### src/rtl/scene_ctrl.sv
// scene_ctrl: game-flow controller feeding color_mapper.
// Sequences ability SELECT -> PLAY -> RESULT, counts elapsed PLAY seconds
// into tick (saturating at TICK_MAX), and latches per-player ability codes.
// Ports:
//   Clk      - system clock, rising edge
//   Reset    - asynchronous active-low reset
//   keycode  - USB HID keycode, 0 = no key
//   done     - level-complete flag, sampled only in PLAY
//   scene    - 0 SELECT, 1 PLAY, 2 RESULT
//   tick     - elapsed whole seconds in PLAY, 0..TICK_MAX
//   p1ab     - player-1 ability, 0 none / 1..4 slot
//   p2ab     - player-2 ability, same encoding
//   timeout  - RESULT reached by tick saturation rather than done
//   start    - one-cycle pulse on the cycle after entering PLAY
module scene_ctrl #(
    parameter int unsigned CLK_HZ   = 50000000,
    parameter int unsigned TICK_MAX = 999
) (
    input  logic        Clk,
    input  logic        Reset,
    input  logic [7:0]  keycode,
    input  logic        done,
    output logic [7:0]  scene,
    output logic [31:0] tick,
    output logic [7:0]  p1ab,
    output logic [7:0]  p2ab,
    output logic        timeout,
    output logic        start
);

    localparam int unsigned PW = (CLK_HZ > 1) ? $clog2(CLK_HZ) : 1;

    localparam logic [7:0] K_P1_LO = 8'h1E;
    localparam logic [7:0] K_P1_HI = 8'h21;
    localparam logic [7:0] K_P2_LO = 8'h24;
    localparam logic [7:0] K_P2_HI = 8'h27;
    localparam logic [7:0] K_ENTER = 8'h28;
    localparam logic [7:0] K_ESC   = 8'h29;

    typedef enum logic [1:0] {
        S_SELECT = 2'd0,
        S_PLAY   = 2'd1,
        S_RESULT = 2'd2
    } state_t;

    state_t        state, state_n;
    logic [PW-1:0] presc, presc_n;
    logic [7:0]    key_prev;
    logic [31:0]   tick_n;
    logic [7:0]    p1ab_n, p2ab_n;
    logic          timeout_n, start_n;
    logic          press, wrap, sat;
    logic [7:0]    slot;

    // Edge-detected key press: a new non-zero keycode.
    assign press = (keycode != key_prev) && (keycode != 8'd0);
    assign wrap  = (presc == PW'(CLK_HZ - 1));
    // Saturation when the pending increment would reach TICK_MAX.
    assign sat   = wrap && ((33'(tick) + 33'd1) >= 33'(TICK_MAX));

    // State and output registers.
    always_ff @(posedge Clk or negedge Reset) begin
        if (!Reset) begin
            state    <= S_SELECT;
            presc    <= '0;
            key_prev <= 8'd0;
            tick     <= 32'd0;
            p1ab     <= 8'd0;
            p2ab     <= 8'd0;
            timeout  <= 1'b0;
            start    <= 1'b0;
        end else begin
            state    <= state_n;
            presc    <= presc_n;
            key_prev <= keycode;
            tick     <= tick_n;
            p1ab     <= p1ab_n;
            p2ab     <= p2ab_n;
            timeout  <= timeout_n;
            start    <= start_n;
        end
    end

    // Next-state and next-output logic.
    always_comb begin
        state_n   = state;
        presc_n   = '0;
        tick_n    = tick;
        p1ab_n    = p1ab;
        p2ab_n    = p2ab;
        timeout_n = timeout;
        start_n   = 1'b0;
        slot      = 8'd0;

        unique case (state)
            S_SELECT: begin
                if (press) begin
                    if (keycode >= K_P1_LO && keycode <= K_P1_HI) begin
                        slot = keycode - (K_P1_LO - 8'd1);
                        if (slot != p2ab) p1ab_n = slot;
                    end else if (keycode >= K_P2_LO && keycode <= K_P2_HI) begin
                        slot = keycode - (K_P2_LO - 8'd1);
                        if (slot != p1ab) p2ab_n = slot;
                    end else if (keycode == K_ENTER && p1ab != 8'd0 && p2ab != 8'd0) begin
                        state_n   = S_PLAY;
                        tick_n    = 32'd0;
                        timeout_n = 1'b0;
                        start_n   = 1'b1;
                    end
                end
            end
            S_PLAY: begin
                presc_n = wrap ? '0 : presc + PW'(1);
                if (done) begin
                    // Completion wins; any increment due this cycle is dropped.
                    state_n   = S_RESULT;
                    timeout_n = 1'b0;
                    presc_n   = '0;
                end else if (sat) begin
                    state_n   = S_RESULT;
                    tick_n    = TICK_MAX;
                    timeout_n = 1'b1;
                    presc_n   = '0;
                end else if (press && keycode == K_ESC) begin
                    state_n = S_SELECT;
                    tick_n  = 32'd0;
                    p1ab_n  = 8'd0;
                    p2ab_n  = 8'd0;
                    presc_n = '0;
                end else if (wrap) begin
                    tick_n = tick + 32'd1;
                end
            end
            S_RESULT: begin
                if (press && keycode == K_ENTER) begin
                    state_n   = S_SELECT;
                    tick_n    = 32'd0;
                    p1ab_n    = 8'd0;
                    p2ab_n    = 8'd0;
                    timeout_n = 1'b0;
                end
            end
            default: state_n = S_SELECT;
        endcase
    end

    assign scene = {6'd0, state};

endmodule

### config.mk
export PLATFORM = sky130hd
export DESIGN_NAME = scene_ctrl
export DESIGN_NICKNAME = d
export VERILOG_FILES = /design/src/rtl/scene_ctrl.sv
export SDC_FILE = /design/constraint.sdc
export NUM_CORES = 1
export LEC_CHECK = 0
export BUFFER_PORTS_ARGS = -buffer_cell sky130_fd_sc_hd__clkbuf_2
export CELL_PAD_IN_SITES_DETAIL_PLACEMENT = 0
export CELL_PAD_IN_SITES_GLOBAL_PLACEMENT = 1
export CORE_MARGIN = 2
export CORE_UTILIZATION = 40
export DETAILED_ROUTE_END_ITERATION = 8
export PLACE_DENSITY = 0.72
export REMOVE_ABC_BUFFERS = 1
export SLEW_MARGIN = 40
export SYNTH_ARGS = -nofsm -noshare
export SYNTH_HDL_FRONTEND = slang
export SYNTH_SLANG_ARGS = --single-unit
export TNS_END_PERCENT = 20
### constraint.sdc
create_clock -name Clk -period 3 [get_ports Clk]
set_clock_uncertainty 0.15 [all_clocks]
set_input_delay 0 -clock Clk [delete_from_list [all_inputs] [get_ports Clk]]
set_output_delay 0 -clock Clk [all_outputs]
set_load 0.05 [all_outputs]
==> flow_summary.yaml <==
grt:
  busiest_layer: "met2"
  grt_max_degree: 33
  grt_antenna_before_repair: 0
  gr-usage-met1: 0.282
  grt_util_met2: 0.305
  grt_overflow_total: 0
  track_usage: 0.200
  met3_usage: 0.0431
  grt_pass1_vias: 4127
  grt_pass1_wl_um: 20800
floorplan:
  fp.dieW_um: 116
  rows: 41
  die_area_sq_mm: 0.0135
  die_y_um: 116
  fp.coreArea_sq_mm: 0.0125
  initial_utilization: 0.405
  pin_count: 69
cts:
  cts_root_buffer: "clkbuf_16"
  htree_levels: 3
  cts_buffers: 9
  cts.sinks: 86
  clkLatencyLatePin_ns: 0.35
  cts_buffer_depth: 2
  clk_pin_slew_ns: 0.06
  cts_tree: "built"
synthesis:
  ys_seq_elements: 86
  yosys.area.top_type_share: 0.427
  yosys_warnings: 0
  synth_enable_flop_cells: 0
  syn_inst: 530
  netlist_area_sq_mm: 0.00504
  ys_async_sr_fraction: 1.00
  seq_area_frac_synth: 0.427
  yosysTopAreaCell: "dfrtp_1"
  syn_area_per_cell_sq_um: 9.52
  synth_area_leaders: "dfrtp_1 (43%), xnor2_1 (6.1%), nor2_1 (4.8%)"
  dominantRegCellSynth: "dfrtp_1"
  yosysUniqueCellTypes: 62
detailed_routing:
  ant_nets: 0
  drtIter0Drc: 183
  dr.pass1.iters: 4
  viasPerCell: 5.14
  num_vias: 4204
  wl_per_cell_um: 15.4
  drt-total-wl_um: 12600
  drc: 0
layout:
  num_antenna_cells: 0
  finish.utilization: 0.506
  fin_nets: 665
  finalNonFillerCells: 818
  nFillCells: 1193
  drive_gt1_frac: 0.235
  area_delta_synth_final_pct: 25.0
worst_setup_path:
  crit_slowest_cell: "dfrtp_1"
  path_class: "reg2reg"
  arrival_ns: 3.03
  max_stage_delay_ns: 0.43
  start_kind: "register"
  crit_chain: "ha_2 > nand4_1 > buf_6 > nand2_1 > o22ai_1 > a21oi_1 > o31ai_1 > nand4b_1 > o211ai_4 > nand3b_4 > mux2_4"
  cp_top_family: "simple AND/OR/NAND/NOR gates"
  endpoint_kind: "register"
  crit_buf_inv: 1
  crit_required_ns: 3.08
  critical_path.max_fanout: 8
sta:
  finalCritPeriodShare: 0.981
  finalSetupTns_ns: 0
  fmax_mhz: 340
  min_period_ns: 2.94
  hold_violations: 0
  setup_viol: 0
  drv_slew: 0
  rsz0062_at_grt: "yes"
job:
  max-cap-violations: 0
power:
  p_per_area_mw_per_mm2: 705
  ir_drop_v: 0.000627
  p_leak_uw: 0.00288
placement:
  place.gp.congestion: 0.830
  io_buffer_count: 62
  dp.cells: 786
  dp_hpwl_um: 8990
hold_path:
  hold_path.class: "in2async"
outcome:
  status: "finished clean"
[Yosys cell counts, types with 2 or more instances]
| master | instances |
|---|---|
| nor2_1 | 64 |
| and3_1 | 8 |
| buf_2 | 7 |
| a31oi_1 | 4 |
| o211ai_1 | 4 |
| nor3b_1 | 3 |
| a21oi_1 | 8 |
| or3_1 | 2 |
| nand4_1 | 16 |
| mux2_2 | 2 |
| nor4bb_1 | 3 |
| clkbuf_1 | 15 |
| and4_1 | 6 |
| xnor2_1 | 35 |
| nor4_1 | 7 |
| o31ai_1 | 3 |
| mux2i_1 | 7 |
| o21ai_0 | 22 |
| nor4b_1 | 5 |
| nand2b_1 | 6 |
| buf_4 | 6 |
| nand2_1 | 34 |
| o41a_1 | 2 |
| nor3_1 | 10 |
| ha_1 | 12 |
| o31a_1 | 5 |
| xor2_1 | 27 |
| o22ai_1 | 2 |
| nand4b_1 | 2 |
| mux2_1 | 14 |
| inv_1 | 12 |
| o21ai_1 | 3 |
| and2_1 | 25 |
| dfrtp_1 | 86 |
| a21boi_0 | 2 |
| nor2b_1 | 9 |
| nand3_1 | 27 |
[cell families (layout without fill, tap and decap cells)]
kind of cell             Yosys count  in the layout  share of synthesized area
adder cells (fa/ha/maj)           12             12                     0.0298
other                              1              6                   0.000744
XOR/XNOR                          62             62                      0.108
buffers and inverters             40            151                     0.0360
AO/OA/AOI/OAI                     72             72                      0.100
AND/OR/NAND/NOR                  234            234                      0.250
multiplexers                      23             23                     0.0496
flip-flops                        86             86                      0.427
[timing repair]
action                     in CTS  in global routing
buffers inserted                1                  6
setup endpoints to repair      17                 50
pin swaps                       2                 10
cloned                          0                  0
hold buffers                   10                  0
hold endpoints to repair       96                  0
resized for setup               0                 25
[state kept, by name, indices dropped and copies added (netlist names)]
register / count
key_prev: 8
start: 1
presc: 26
tick: 32
state: 2
p1ab: 8
timeout: 1
p2ab: 8
[stage by stage]
| step | total power (uW) | setup WS, ns | instance area, sq um | hold WS, ns |
|---|---|---|---|---|
| floorplan | 2780 | -0.335 | 4930 | -0.446 |
| global placement | 3280 | 0.0113 | 5790 | -0.177 |
| detailed placement | 3310 | -0.0191 | 5790 | -0.156 |
| CTS | 4380 | -0.00446 | 6170 | 0.0109 |
| global route | 4710 | -0.122 | 6300 | 0.0499 |
| finish | 4450 | 0.0561 | 6300 | 0.00191 |
[layer usage]
layer | part of all wire | up-vias
met2 | 0.46 | 72
met3 | 0.036 | 11
met1 | 0.49 | 2043
met4 | 0.015 | 0
met5 | 0 | -
li1 | - | 2078
[cell type report]
| cell class | count | area [sq um] | area share |
|---|---|---|---|
| Inverter | 12 | 45.0 | 0.00715 |
| Multi-Input combinational cell | 409 | 2810 | 0.446 |
| Sequential cell | 86 | 2150 | 0.342 |
| Clock buffer | 14 | 264 | 0.0419 |
| Clock inverter | 1 | 5.00 | 0.000794 |
| Tap cell | 172 | 215 | 0.0341 |
| Timing Repair Buffer | 124 | 811 | 0.129 |
[path summary, 6_finish.rpt]
| check | start | to | slack (ns) | cells after the start |
|---|---|---|---|---|
| max in group asynchronous | Reset | tick[10]$_DFFE_PN0P_ | 1.97 | 3 |
| min in group Clk | keycode[1] | key_prev[1]$_DFF_PN0_ | 0.33 | 2 |
| max | tick[0]$_DFFE_PN0P_ | p2ab[0]$_DFFE_PN0P_ | 0.06 | 11 |
| min reg2reg | presc[0]$_DFF_PN0_ | presc[0]$_DFF_PN0_ | 0.35 | 1 |
| min | Reset | presc[11]$_DFF_PN0_ | 0.002 | 2 |
| max reg2reg | tick[0]$_DFFE_PN0P_ | p2ab[0]$_DFFE_PN0P_ | 0.06 | 11 |
[power by group]
part	internal (uW)	switching, uW	leakage [uW]
Sequential	1340	218	0.00114
Clock	601	436	0.000133
Combinational	636	1220	0.00161
Total	2580	1870	0.00288
[cells in the final DEF, fill, tap and decap left out, drive strengths merged, types with 3 or more instances in the layout]
cell type,count
nor4b,5
clkbuf,75
dlygate4sd3,10
nor3b,3
xnor2,35
o31a,5
conb,6
mux2i,7
mux2,16
and3,8
nand4,16
nor2b,9
buf,53
o211ai,5
o21ai,25
nand2b,6
nand3,28
nand2,35
a21oi,8
nor3,10
dfrtp,86
ha,12
and2,25
inv,12
o31ai,3
xor2,27
nor4bb,3
and4,6
nor2,64
a31oi,4
nor4,8
(Power assumes the default switching activity.)
